--- src/rtl/serial_adder_if.sv ---
// Operand/result handshake bundle for the bit-serial adder/subtractor.
// master drives operands and accepts results; slave is the adder itself.
interface serial_adder_if #(
    parameter int WIDTH = 8
);
    logic             start_valid;
    logic             start_ready;
    logic [WIDTH-1:0] a;
    logic [WIDTH-1:0] b;
    logic             cin;
    logic             sub;
    logic [WIDTH-1:0] sum;
    logic             cout;
    logic             ovf;
    logic             done_valid;
    logic             done_ready;
    logic             busy;

    modport master (
        output start_valid, a, b, cin, sub, done_ready,
        input  start_ready, sum, cout, ovf, done_valid, busy
    );

    modport slave (
        input  start_valid, a, b, cin, sub, done_ready,
        output start_ready, sum, cout, ovf, done_valid, busy
    );
endinterface

--- src/rtl/serial_adder.sv ---
// Bit-serial adder/subtractor: one full-adder cell plus carry flop, LSB first.
// Latency: WIDTH cycles from operand acceptance to done_valid.
// Backpressure: result held in DONE until done_ready; operands only taken in IDLE.
module serial_adder #(
    parameter int WIDTH = 8
) (
    input  logic          clk,
    input  logic          rst_n,
    serial_adder_if.slave io
);
    localparam int CNT_W = $clog2(WIDTH);

    typedef enum logic [1:0] {
        S_IDLE = 2'd0,
        S_RUN  = 2'd1,
        S_DONE = 2'd2
    } state_t;

    state_t           state_q, state_d;
    logic [WIDTH-1:0] sa_q, sa_d;
    logic [WIDTH-1:0] sb_q, sb_d;
    logic [WIDTH-1:0] r_q, r_d;
    logic [WIDTH-1:0] sum_q, sum_d;
    logic [CNT_W-1:0] cnt_q, cnt_d;
    logic             c_q, c_d;
    logic             cout_q, cout_d;
    logic             ovf_q, ovf_d;
    logic             busy_q, busy_d;
    logic             s_bit;
    logic             c_next;

    always_comb begin
        s_bit  = sa_q[0] ^ sb_q[0] ^ c_q;
        c_next = (sa_q[0] & sb_q[0]) | (sa_q[0] & c_q) | (sb_q[0] & c_q);
    end

    always_comb begin
        state_d = state_q;
        sa_d    = sa_q;
        sb_d    = sb_q;
        r_d     = r_q;
        sum_d   = sum_q;
        cnt_d   = cnt_q;
        c_d     = c_q;
        cout_d  = cout_q;
        ovf_d   = ovf_q;
        case (state_q)
            S_IDLE: begin
                if (io.start_valid) begin
                    sa_d    = io.a;
                    // Subtraction is A + ~B + 1: invert B here, force carry-in to 1
                    sb_d    = io.b ^ {WIDTH{io.sub}};
                    c_d     = io.sub ? 1'b1 : io.cin;
                    r_d     = '0;
                    cnt_d   = '0;
                    state_d = S_RUN;
                end
            end
            S_RUN: begin
                r_d   = {s_bit, r_q[WIDTH-1:1]};
                sa_d  = sa_q >> 1;
                sb_d  = sb_q >> 1;
                c_d   = c_next;
                cnt_d = cnt_q + CNT_W'(1);
                if (cnt_q == CNT_W'(WIDTH - 1)) begin
                    // c_q here is the carry into the MSB
                    sum_d   = {s_bit, r_q[WIDTH-1:1]};
                    cout_d  = c_next;
                    ovf_d   = c_q ^ c_next;
                    cnt_d   = '0;
                    state_d = S_DONE;
                end
            end
            S_DONE: begin
                if (io.done_ready) begin
                    state_d = S_IDLE;
                end
            end
            default: state_d = S_IDLE;
        endcase
        busy_d = (state_d != S_IDLE);
    end

    always_ff @(posedge clk or negedge rst_n) begin
        if (!rst_n) begin
            state_q <= S_IDLE;
            sa_q    <= '0;
            sb_q    <= '0;
            r_q     <= '0;
            sum_q   <= '0;
            cnt_q   <= '0;
            c_q     <= 1'b0;
            cout_q  <= 1'b0;
            ovf_q   <= 1'b0;
            busy_q  <= 1'b0;
        end else begin
            state_q <= state_d;
            sa_q    <= sa_d;
            sb_q    <= sb_d;
            r_q     <= r_d;
            sum_q   <= sum_d;
            cnt_q   <= cnt_d;
            c_q     <= c_d;
            cout_q  <= cout_d;
            ovf_q   <= ovf_d;
            busy_q  <= busy_d;
        end
    end

    assign io.start_ready = (state_q == S_IDLE);
    assign io.done_valid  = (state_q == S_DONE);
    assign io.busy        = busy_q;
    assign io.sum         = sum_q;
    assign io.cout        = cout_q;
    assign io.ovf         = ovf_q;
endmodule

--- src/flat_wrapper.sv ---
// flat-port wrapper written by rule: the top's interface ports become plain ports
module serial_adder_flat 
#(
    parameter int WIDTH = 8
)
  (clk, rst_n, io_start_valid, io_a, io_b, io_cin, io_sub, io_done_ready, io_start_ready, io_sum, io_cout, io_ovf, io_done_valid, io_busy);
  serial_adder_if #(.WIDTH(WIDTH)) io_i ();
  input  logic clk;
  input  logic rst_n;
  input wire logic [$bits(io_i.start_valid)-1:0] io_start_valid;
  input wire logic [$bits(io_i.a)-1:0] io_a;
  input wire logic [$bits(io_i.b)-1:0] io_b;
  input wire logic [$bits(io_i.cin)-1:0] io_cin;
  input wire logic [$bits(io_i.sub)-1:0] io_sub;
  input wire logic [$bits(io_i.done_ready)-1:0] io_done_ready;
  output wire logic [$bits(io_i.start_ready)-1:0] io_start_ready;
  output wire logic [$bits(io_i.sum)-1:0] io_sum;
  output wire logic [$bits(io_i.cout)-1:0] io_cout;
  output wire logic [$bits(io_i.ovf)-1:0] io_ovf;
  output wire logic [$bits(io_i.done_valid)-1:0] io_done_valid;
  output wire logic [$bits(io_i.busy)-1:0] io_busy;
  assign io_i.start_valid = io_start_valid;
  assign io_i.a = io_a;
  assign io_i.b = io_b;
  assign io_i.cin = io_cin;
  assign io_i.sub = io_sub;
  assign io_i.done_ready = io_done_ready;
  assign io_start_ready = io_i.start_ready;
  assign io_sum = io_i.sum;
  assign io_cout = io_i.cout;
  assign io_ovf = io_i.ovf;
  assign io_done_valid = io_i.done_valid;
  assign io_busy = io_i.busy;
  serial_adder #(.WIDTH(WIDTH)) u_core (.clk(clk), .rst_n(rst_n), .io(io_i));
endmodule
--- config.mk ---
export PLATFORM = sky130hd
export DESIGN_NAME = serial_adder_flat
export DESIGN_NICKNAME = d
export VERILOG_FILES = /design/src/rtl/serial_adder_if.sv /design/src/rtl/serial_adder.sv /design/src/flat_wrapper.sv
export SDC_FILE = /design/constraint.sdc
export NUM_CORES = 1
export LEC_CHECK = 0
export BUFFER_PORTS_ARGS = -buffer_cell sky130_fd_sc_hd__buf_2
export CORE_MARGIN = 5
export CORE_UTILIZATION = 35
export DETAILED_ROUTE_END_ITERATION = 10
export SLEW_MARGIN = 0
export SYNTH_ARGS = -nofsm -noshare
export SYNTH_HDL_FRONTEND = slang
export SYNTH_SLANG_ARGS = --single-unit
--- constraint.sdc ---
create_clock -name clk -period 4.3 [get_ports clk]
set_clock_uncertainty 0.1 [all_clocks]
set_input_delay 0.43 -clock clk [delete_from_list [all_inputs] [get_ports clk]]
set_output_delay 0.43 -clock clk [all_outputs]
set_load 0.005 [all_outputs]
==> results of run 1 <==
-- Yosys cell counts (2+ instances only) --
library cell,count,area (um2)
a22o_1,8,70.1
xnor2_1,7,61.3
buf_2,6,30.0
a221o_1,6,60.1
ha_1,2,25.0
buf_6,2,22.5
inv_1,4,15.0
dfrtp_1,40,1000
nor2b_1,2,12.5
nor2_1,6,22.5
nor2_2,5,31.3
a22oi_1,8,60.1
xor2_1,2,17.5
mux2_1,7,78.8
o21ai_1,12,60.1
nand2_1,16,60.1
-- cell families (layout without fill, tap and decap cells) --
family / after synthesis / in the layout / share of synthesized area
mux: 7 / 7 / 0.0442
simple gates: 35 / 35 / 0.102
fa+ha+maj: 3 / 3 / 0.0252
buf+inv: 15 / 47 / 0.0462
xor+xnor: 9 / 9 / 0.0442
compound gates: 42 / 42 / 0.177
flops: 40 / 40 / 0.561
-- worst max-delay path, stage by stage (launching register included) --
cell	delay, ns
dfrtp_1	0.63
o21bai_2	0.87
a22oi_1	0.20
-- where the power goes --
part           leakage (nW)  internal (mW)  switching (mW)  total, mW
Clock                0.0434          0.130           0.133      0.263
Combinational         0.427          0.217           0.215      0.432
Sequential            0.516          0.528           0.109      0.637
-- path summary, 6_finish.rpt --
| path | start | to | slack, ns | cells past startpoint |
|---|---|---|---|---|
| setup / recovery | u_core.state_q[0] | u_core.c_q | 2.35 | 2 |
| hold / removal | rst_n | u_core.io.sum[1] | 0.16 | 1 |
| setup reg to reg | u_core.state_q[0] | u_core.c_q | 2.35 | 2 |
| hold reg to reg | u_core.io.sum[1] | u_core.io.sum[1] | 0.39 | 1 |
| max in group asynchronous | rst_n | u_core.sb_q[1] | 3.38 | 1 |
| min in group clk | io_a[6] | u_core.sa_q[6] | 0.30 | 3 |
-- through the flow --
stage,cells,area [um2],setup WS [ns],power [mW],util
after floorplan,151,1790,2.71,0.963,-
after global placement,245,1980,2.40,1.07,0.393
after detailed placement,245,1980,2.35,1.08,0.393
after CTS,253,2080,2.35,1.35,0.412
after global routing,253,2080,2.22,1.44,0.412
final,253,2080,2.35,1.33,0.412
-- cell type report --
cell class,count,area [um2]
well taps,70,87.6
fillers,524,2970
clock inverters,2,15.0
flip-flops and latches,40,1000
repair buffers,34,170
inverters,5,18.8
multi-input cells,96,702
clock buffers,6,82.6
-- flip-flops by register name, indices dropped and copies added (netlist names) --
signal and cells:
u_core.io.sum 8, u_core.sa_q 8, u_core.sb_q 8, u_core.r_q 7, u_core.cnt_q 3, u_core.state_q 2
u_core.c_q 1, u_core.io.busy 1, u_core.io.cout 1, u_core.io.ovf 1
-- metal layers --
layer,global-route usage,vias to the layer above,routed length (um)
met4,0.0507,0,53
met3,0.0493,5,205
li1,-,598,-
met1,0.162,554,1760
met5,0,-,0
met2,0.145,33,1330
==> flow_metrics.py, run 1 <==
metrics = {
    "run_status": {
        "status": "complete, no violations",
    },
    "place": {
        "place.gp.congestion": 0.713,
        "dpl.hpwl_mm": 2.27,
        "port_buffers": 34,
    },
    "logic_synthesis": {
        "ys_seq_area_frac": 0.561,
        "async_flop_share": 1.00,
        "synth_edf_count": 0,
        "synth_nets": 176,
        "synth_ff_type": "dfrtp_1",
        "synth-seq-cells": 40,
        "ys_types": 34,
        "netlist_area_um2": 1790,
        "syn_inst": 151,
        "avgSynthCellArea_um2": 11.8,
        "yosys_warnings": 0,
    },
    "cells_and_area": {
        "final_layout_size_suffix_gt1_frac": 0.284,
        "diodes": 0,
        "final_common_cell": "dfrtp_1",
        "area_delta_synth_final_pct": 16.3,
        "final_nets": 207,
        "mostFrequentLayoutCells": "dfrtp_1 (40), buf_2 (34), nand2_1 (16)",
    },
    "sta": {
        "rsz0062_at_grt": "no",
        "tightest_slew_ns": 0.948,
        "slew_headroom": 0.367,
        "setup_violations": 0,
        "period_minus_slack_ns": 1.95,
        "max_freq_ghz": 0.513,
        "finalSetupTns_ns": 0,
        "post-route-period-util": 0.453,
        "finalHoldViolCount": 0,
        "finalMaxSlewViolations": 0,
        "whs_ns": 0.155,
    },
    "clock_network": {
        "clockBufferDepth": 2,
        "cts-resized-gates": 0,
        "ctsHoldBuffers": 0,
        "clk_pin_slew_ns": 0.08,
        "post_cts_buffers": 0,
        "cts_tree": "built",
        "cts_root_buf": "clkbuf_8",
        "cts_inserted_buffers": 5,
        "htree_num_levels": 2,
        "clk_latency_ns": 0.29,
        "clock_sinks": 40,
    },
    "routing": {
        "vias": 1190,
        "post-route-drc-count": 0,
        "wl_per_cell_um": 13.2,
        "drt-total-wl_mm": 3.35,
        "routed_via_density": 4.70,
        "first_pass_iters": 4,
        "postRouteAntennaNets": 0,
        "drt_iter0_markers": 59,
    },
    "worst_setup_path": {
        "start_kind": "register",
        "critPathKind": "register to register",
        "critPathRequiredTime_ns": 4.34,
        "critPathArrivalTime_ns": 1.99,
        "crit_fanout": 24,
        "cp-end-kind": "register",
    },
    "floorplanning": {
        "start_util": 0.354,
        "num_rows": 26,
        "die_area_um2": 6630,
        "coreArea_um2": 5040,
        "io_pins": 35,
        "die_h_um": 81.4,
        "die_w_um": 81.4,
    },
    "global_routing": {
        "grt_max_degree": 41,
        "grt_pass1_wl_mm": 5.53,
        "grt_usage": 0.113,
        "grt_pass1_vias": 1137,
        "grt.overflow.total": 0,
        "antenna_found_initial": 0,
    },
    "power_and_ir_drop": {
        "ir_drop_v": 0.000336,
        "p_leak_nw": 0.986,
        "p_per_area_nw_per_um2": 641,
    },
    "worst_hold_path": {
        "hold_class": "primary input to asynchronous set/reset pin",
    },
    "job": {
        "cap_viol_max_count": 0,
    },
}
Note: power is estimated with default switching activity, not from simulation.
==> run 2, diff against run 1 <==
Clock period 4.3 ns to 1.7 ns, I/O delays scaled along.
==> run 2 against run 1 <==
Compared with the run above: sequential power grew 140%; core utilization up 1.3 points; global-route usage is 0.065 points higher; largest cell class unchanged; final area grew 3.3%; highest routed layer unchanged; combinational power grew to 2.9 times the previous value; final cell count up 4.0%; sequential cell count unchanged; largest power group unchanged.
==> flow_metrics.py, run 2 (synthesis results as in run 1) <==
metrics = {
    "worst_setup_path": {
        "path_buf_inv": 0,
        "critPathRequiredTime_ns": 1.78,
        "cp_top_family": "adder cells",
        "crit_fanout": 14,
        "critPathKind": "register to register",
        "reg2reg_to": "u_core.io.sum[0]",
        "cp-end-kind": "register",
        "path_common_cell": "ha_1",
        "path_cells": "ha_1 > ha_1 > nand3b_4 > mux2_1",
        "r2r_slack_ns": 0.09,
        "reg2regPathDepth": 4,
        "slowest_stage": "dfrtp_1",
        "critPathArrivalTime_ns": 1.69,
        "r2r-start": "u_core.cnt_q[0]",
        "slowest_delay_ns": 0.41,
        "start_kind": "register",
    },
    "clock_network": {
        "clock_sinks": 40,
        "clockBufferDepth": 2,
        "cts_tree": "built",
        "clk_pin_slew_ns": 0.08,
        "clk_latency_ns": 0.29,
        "post_cts_buffers": 0,
        "cts_inserted_buffers": 5,
        "htree_num_levels": 2,
        "cts_root_buf": "clkbuf_8",
    },
    "routing": {
        "routed_via_density": 4.82,
        "postRouteAntennaNets": 0,
        "first_pass_iters": 4,
        "drt_iter0_markers": 50,
        "vias": 1268,
        "post-route-drc-count": 0,
        "drt-total-wl_mm": 3.38,
        "wl_per_cell_um": 12.9,
    },
    "sta": {
        "finalSetupTns_ns": 0,
        "max_freq_ghz": 0.623,
        "setup_violations": 0,
        "rsz0062_at_grt": "no",
        "finalHoldViolCount": 0,
        "finalMaxSlewViolations": 0,
        "period_minus_slack_ns": 1.61,
        "tightest_slew_ns": 0.725,
        "whs_ns": 0.0495,
        "post-route-period-util": 0.945,
        "slew_headroom": 0.516,
        "finalWorstSetupSlack_ns": 0.0939,
    },
    "cells_and_area": {
        "diodes": 0,
        "final_layout_size_suffix_gt1_frac": 0.316,
        "final_nets": 217,
        "mostFrequentLayoutCells": "dfrtp_1 (40), buf_2 (34), nand2_1 (16)",
        "final_common_cell": "dfrtp_1",
        "area_delta_synth_final_pct": 20.1,
    },
    "floorplanning": {
        "die_w_um": 81.4,
        "die_area_um2": 6630,
        "start_util": 0.354,
        "io_pins": 35,
        "num_rows": 26,
        "coreArea_um2": 5040,
        "die_h_um": 81.4,
    },
    "worst_hold_path": {
        "hold_path_startpoint": "io_a[6]",
        "hold_class": "primary input to register",
        "min_path_cells": 3,
        "hold_path_end": "u_core.sa_q[6]",
    },
    "global_routing": {
        "grt_max_degree": 41,
        "grt_pass1_wl_mm": 5.71,
        "grt.overflow.total": 0,
        "grt_usage": 0.114,
        "grt_pass1_vias": 1253,
        "antenna_found_initial": 0,
    },
    "power_and_ir_drop": {
        "p_leak_nw": 1.04,
        "p_per_area_nw_per_um2": 1600,
        "ir_drop_v": 0.000516,
    },
    "place": {
        "port_buffers": 34,
        "place.gp.congestion": 0.749,
        "post-place-ws_ns": 0.0992,
        "dpl.hpwl_mm": 2.44,
    },
    "job": {
        "cap_viol_max_count": 0,
    },
    "run_status": {
        "status": "complete, no violations",
    },
}
## run 2: cell count changes in the layout (fill, tap and decap cells not counted)
cell / delta
buf_4: +9
clkbuf_8: -1
clkinv_2: +2
clkinv_4: +1
clkinvlp_4: -2
dlygate4sd3_1: +1
## run 2: report_power, final
group | total [mW] | leakage [nW] | internal, mW | switching (mW)
sequential | 1.55 | 0.516 | 1.34 | 0.210
combinational | 1.26 | 0.476 | 0.636 | 0.628
clock | 0.616 | 0.0479 | 0.286 | 0.331
total | 3.43 | 1.04 | 2.26 | 1.17
## run 2: worst max path at each step
stage               cells past startpoint                to            start
floorplan                               5  u_core.io.sum[0]  u_core.cnt_q[0]
global placement                        4  u_core.io.sum[3]  u_core.cnt_q[0]
detailed placement                      4  u_core.io.sum[0]  u_core.cnt_q[0]
CTS                                     4  u_core.io.sum[3]  u_core.cnt_q[0]
global route                            4  u_core.io.sum[3]  u_core.cnt_q[0]
finish                                  4  u_core.io.sum[0]  u_core.cnt_q[0]
## run 2: per-layer routing
layer | global-route usage | routed length, um
met1 | 0.155 | 1590
met2 | 0.165 | 1500
met3 | 0.0329 | 219
met4 | 0.0557 | 72
met5 | 0 | 0
## run 2: stage by stage
step	utilization	cells	instance area, um2	power, mW
after floorplan	-	151	1790	2.44
after global placement	0.406	254	2050	2.83
after detailed placement	0.406	254	2050	2.86
after CTS	0.425	263	2140	3.49
after global routing	0.425	263	2140	3.70
final	0.425	263	2140	3.43
## run 2: worst min-delay path: stages
cell	delay (ns)
buf_2	0.07
a22oi_1	0.05
o21ai_1	0.11
## run 2: final cells by class
class	instances	area (um2)
Timing Repair Buffer	44	248
Clock buffer	5	68.8
Clock inverter	3	18.8
Tap cell	70	87.6
Multi-Input combinational cell	96	702
Fill cell	505	2900
Inverter	5	18.8
Sequential cell	40	1000
## run 2: repair_timing
item,4_1_cts,5_1_grt
hold buffers,1,0
resized for setup,0,0
endpoints found under the hold margin,40,0
==> run 3, diff against run 2 <==
Settings changed: CORE_MARGIN 5 to 3, SLEW_MARGIN 0 to 20.
==> run 3 against run 2 <==
Compared with the run above: hold slack got worse by 0.0014 ns; critical endpoint is now u_core.io.sum[6]; sequential cell count unchanged; final area increased by 0.35%; non-clock buffer count decreased by 2.
==> flow_metrics.py, run 3 (synthesis results as in run 1) <==
metrics = {
    "worst_setup_path": {
        "cp-end-kind": "register",
        "critPathKind": "register to register",
        "critPathArrivalTime_ns": 1.70,
        "start_kind": "register",
        "crit_fanout": 14,
        "critPathRequiredTime_ns": 1.77,
    },
    "clock_network": {
        "post_cts_buffers": 0,
        "clk_pin_slew_ns": 0.08,
        "cts_tree": "built",
        "cts_inserted_buffers": 5,
        "cts_root_buf": "clkbuf_8",
        "clock_sinks": 40,
        "clockBufferDepth": 2,
        "clk_latency_ns": 0.29,
        "htree_num_levels": 2,
    },
    "floorplanning": {
        "coreArea_um2": 4820,
        "die_h_um": 77.4,
        "start_util": 0.371,
        "io_pins": 35,
        "die_w_um": 77.4,
        "num_rows": 25,
        "die_area_um2": 5990,
    },
    "sta": {
        "rsz0062_at_grt": "no",
        "finalSetupTns_ns": 0,
        "max_freq_ghz": 0.614,
        "post-route-period-util": 0.958,
        "setup_violations": 0,
        "tightest_slew_ns": 0.751,
        "finalHoldViolCount": 0,
        "slew_headroom": 0.499,
        "period_minus_slack_ns": 1.63,
        "finalMaxSlewViolations": 0,
    },
    "cells_and_area": {
        "regArea_um2": 1000,
        "final_common_cell": "dfrtp_1",
        "multiInputGateArea_um2": 704,
        "fin_area_um2": 2150,
        "area_delta_synth_final_pct": 20.5,
        "fillers": 482,
        "diodes": 0,
        "final_layout_size_suffix_gt1_frac": 0.314,
        "final_nets": 215,
        "mostFrequentLayoutCells": "dfrtp_1 (40), buf_2 (34), nand2_1 (16)",
    },
    "routing": {
        "drt-total-wl_mm": 3.48,
        "drt_iter0_markers": 96,
        "first_pass_iters": 4,
        "routed_via_density": 4.92,
        "wl_per_cell_um": 13.5,
        "post-route-drc-count": 0,
        "vias": 1269,
        "postRouteAntennaNets": 0,
    },
    "global_routing": {
        "grt.overflow.total": 0,
        "grt_usage": 0.123,
        "grt_max_degree": 41,
        "grt_pass1_vias": 1236,
        "grt_pass1_wl_mm": 5.89,
        "antenna_found_initial": 0,
    },
    "power_and_ir_drop": {
        "p_leak_nw": 1.04,
        "ir_drop_v": 0.000677,
        "p_per_area_nw_per_um2": 1670,
    },
    "job": {
        "cap_viol_max_count": 0,
    },
    "place": {
        "place_area_um2": 2030,
        "dpl.hpwl_mm": 2.57,
        "port_buffers": 34,
        "place.gp.congestion": 0.724,
    },
    "worst_hold_path": {
        "hold_class": "primary input to register",
    },
    "run_status": {
        "status": "complete, no violations",
    },
}
run 3: cell types whose count changed in the layout (fill, tap and decap cells not counted):
cell / change
clkinvlp_4: +1
clkinv_2: -1
buf_4: -2
nor2b_2: +1
bufinv_16: +1
clkinv_4: -1
nor2b_1: -1
run 3: area by class of cell:
class | instances | area share
Multi-Input combinational cell | 96 | 0.327
Timing Repair Buffer | 42 | 0.108
Inverter | 5 | 0.00872
Clock buffer | 5 | 0.0320
Sequential cell | 40 | 0.465
Clock inverter | 3 | 0.0198
Tap cell | 67 | 0.0390
run 3: where the power goes:
| part | internal [mW] | switching (mW) | leakage [nW] |
|---|---|---|---|
| clock network | 0.434 | 0.332 | 0.0541 |
| logic | 0.629 | 0.636 | 0.466 |
| registers | 1.34 | 0.224 | 0.516 |
| total | 2.40 | 1.19 | 1.04 |
run 3: what timing repair did:
item | 4_1_cts | 5_1_grt
resized for setup | 0 | 1
endpoints found under the setup margin | 0 | 2
hold buffers | 1 | 0
hold endpoints to repair | 40 | 0
run 3: critical path, cell delays in order, from the launching register on:
cell	delay, ns
dfrtp_1	0.41
ha_1	0.22
ha_1	0.24
nand3b_4	0.20
mux2_1	0.35
run 3: per-layer routing:
| metal | global-route usage | wire length (um) | up-vias |
|---|---|---|---|
| li1 | - | - | 610 |
| met1 | 0.168 | 1670 | 629 |
| met2 | 0.186 | 1660 | 28 |
| met3 | 0.0360 | 131 | 2 |
| met4 | 0.0463 | 23 | 0 |
| met5 | 0 | 0 | - |
run 3: path summary, 6_finish.rpt:
check,endpoint,slack (ns),from,cells after the start
worst max-delay path,u_core.io.sum[6],0.07,u_core.cnt_q[0],4
min in group asynchronous,u_core.io.sum[4],0.36,rst_n,3
worst min register to register,u_core.io.sum[7],0.39,u_core.io.sum[7],2
worst max register to register,u_core.io.sum[6],0.07,u_core.cnt_q[0],4
max in group asynchronous,u_core.sa_q[5],0.79,rst_n,3
worst min-delay path,u_core.io.busy,0.05,io_done_ready,3
run 3: metrics by stage:
| stage | cells | worst slack (ns) | util | hold WS (ns) | total power, mW |
|---|---|---|---|---|---|
| finish | 258 | 0.0707 | 0.447 | 0.0481 | 3.59 |
| global route | 258 | 0.000367 | 0.447 | 0.0683 | 3.86 |
| CTS | 258 | 0.0554 | 0.446 | 0.0422 | 3.64 |
| detailed placement | 249 | 0.0732 | 0.421 | 0.156 | 2.86 |
| global placement | 249 | 0.127 | 0.421 | 0.145 | 2.80 |
| floorplan | 151 | 0.107 | - | -0.226 | 2.44 |
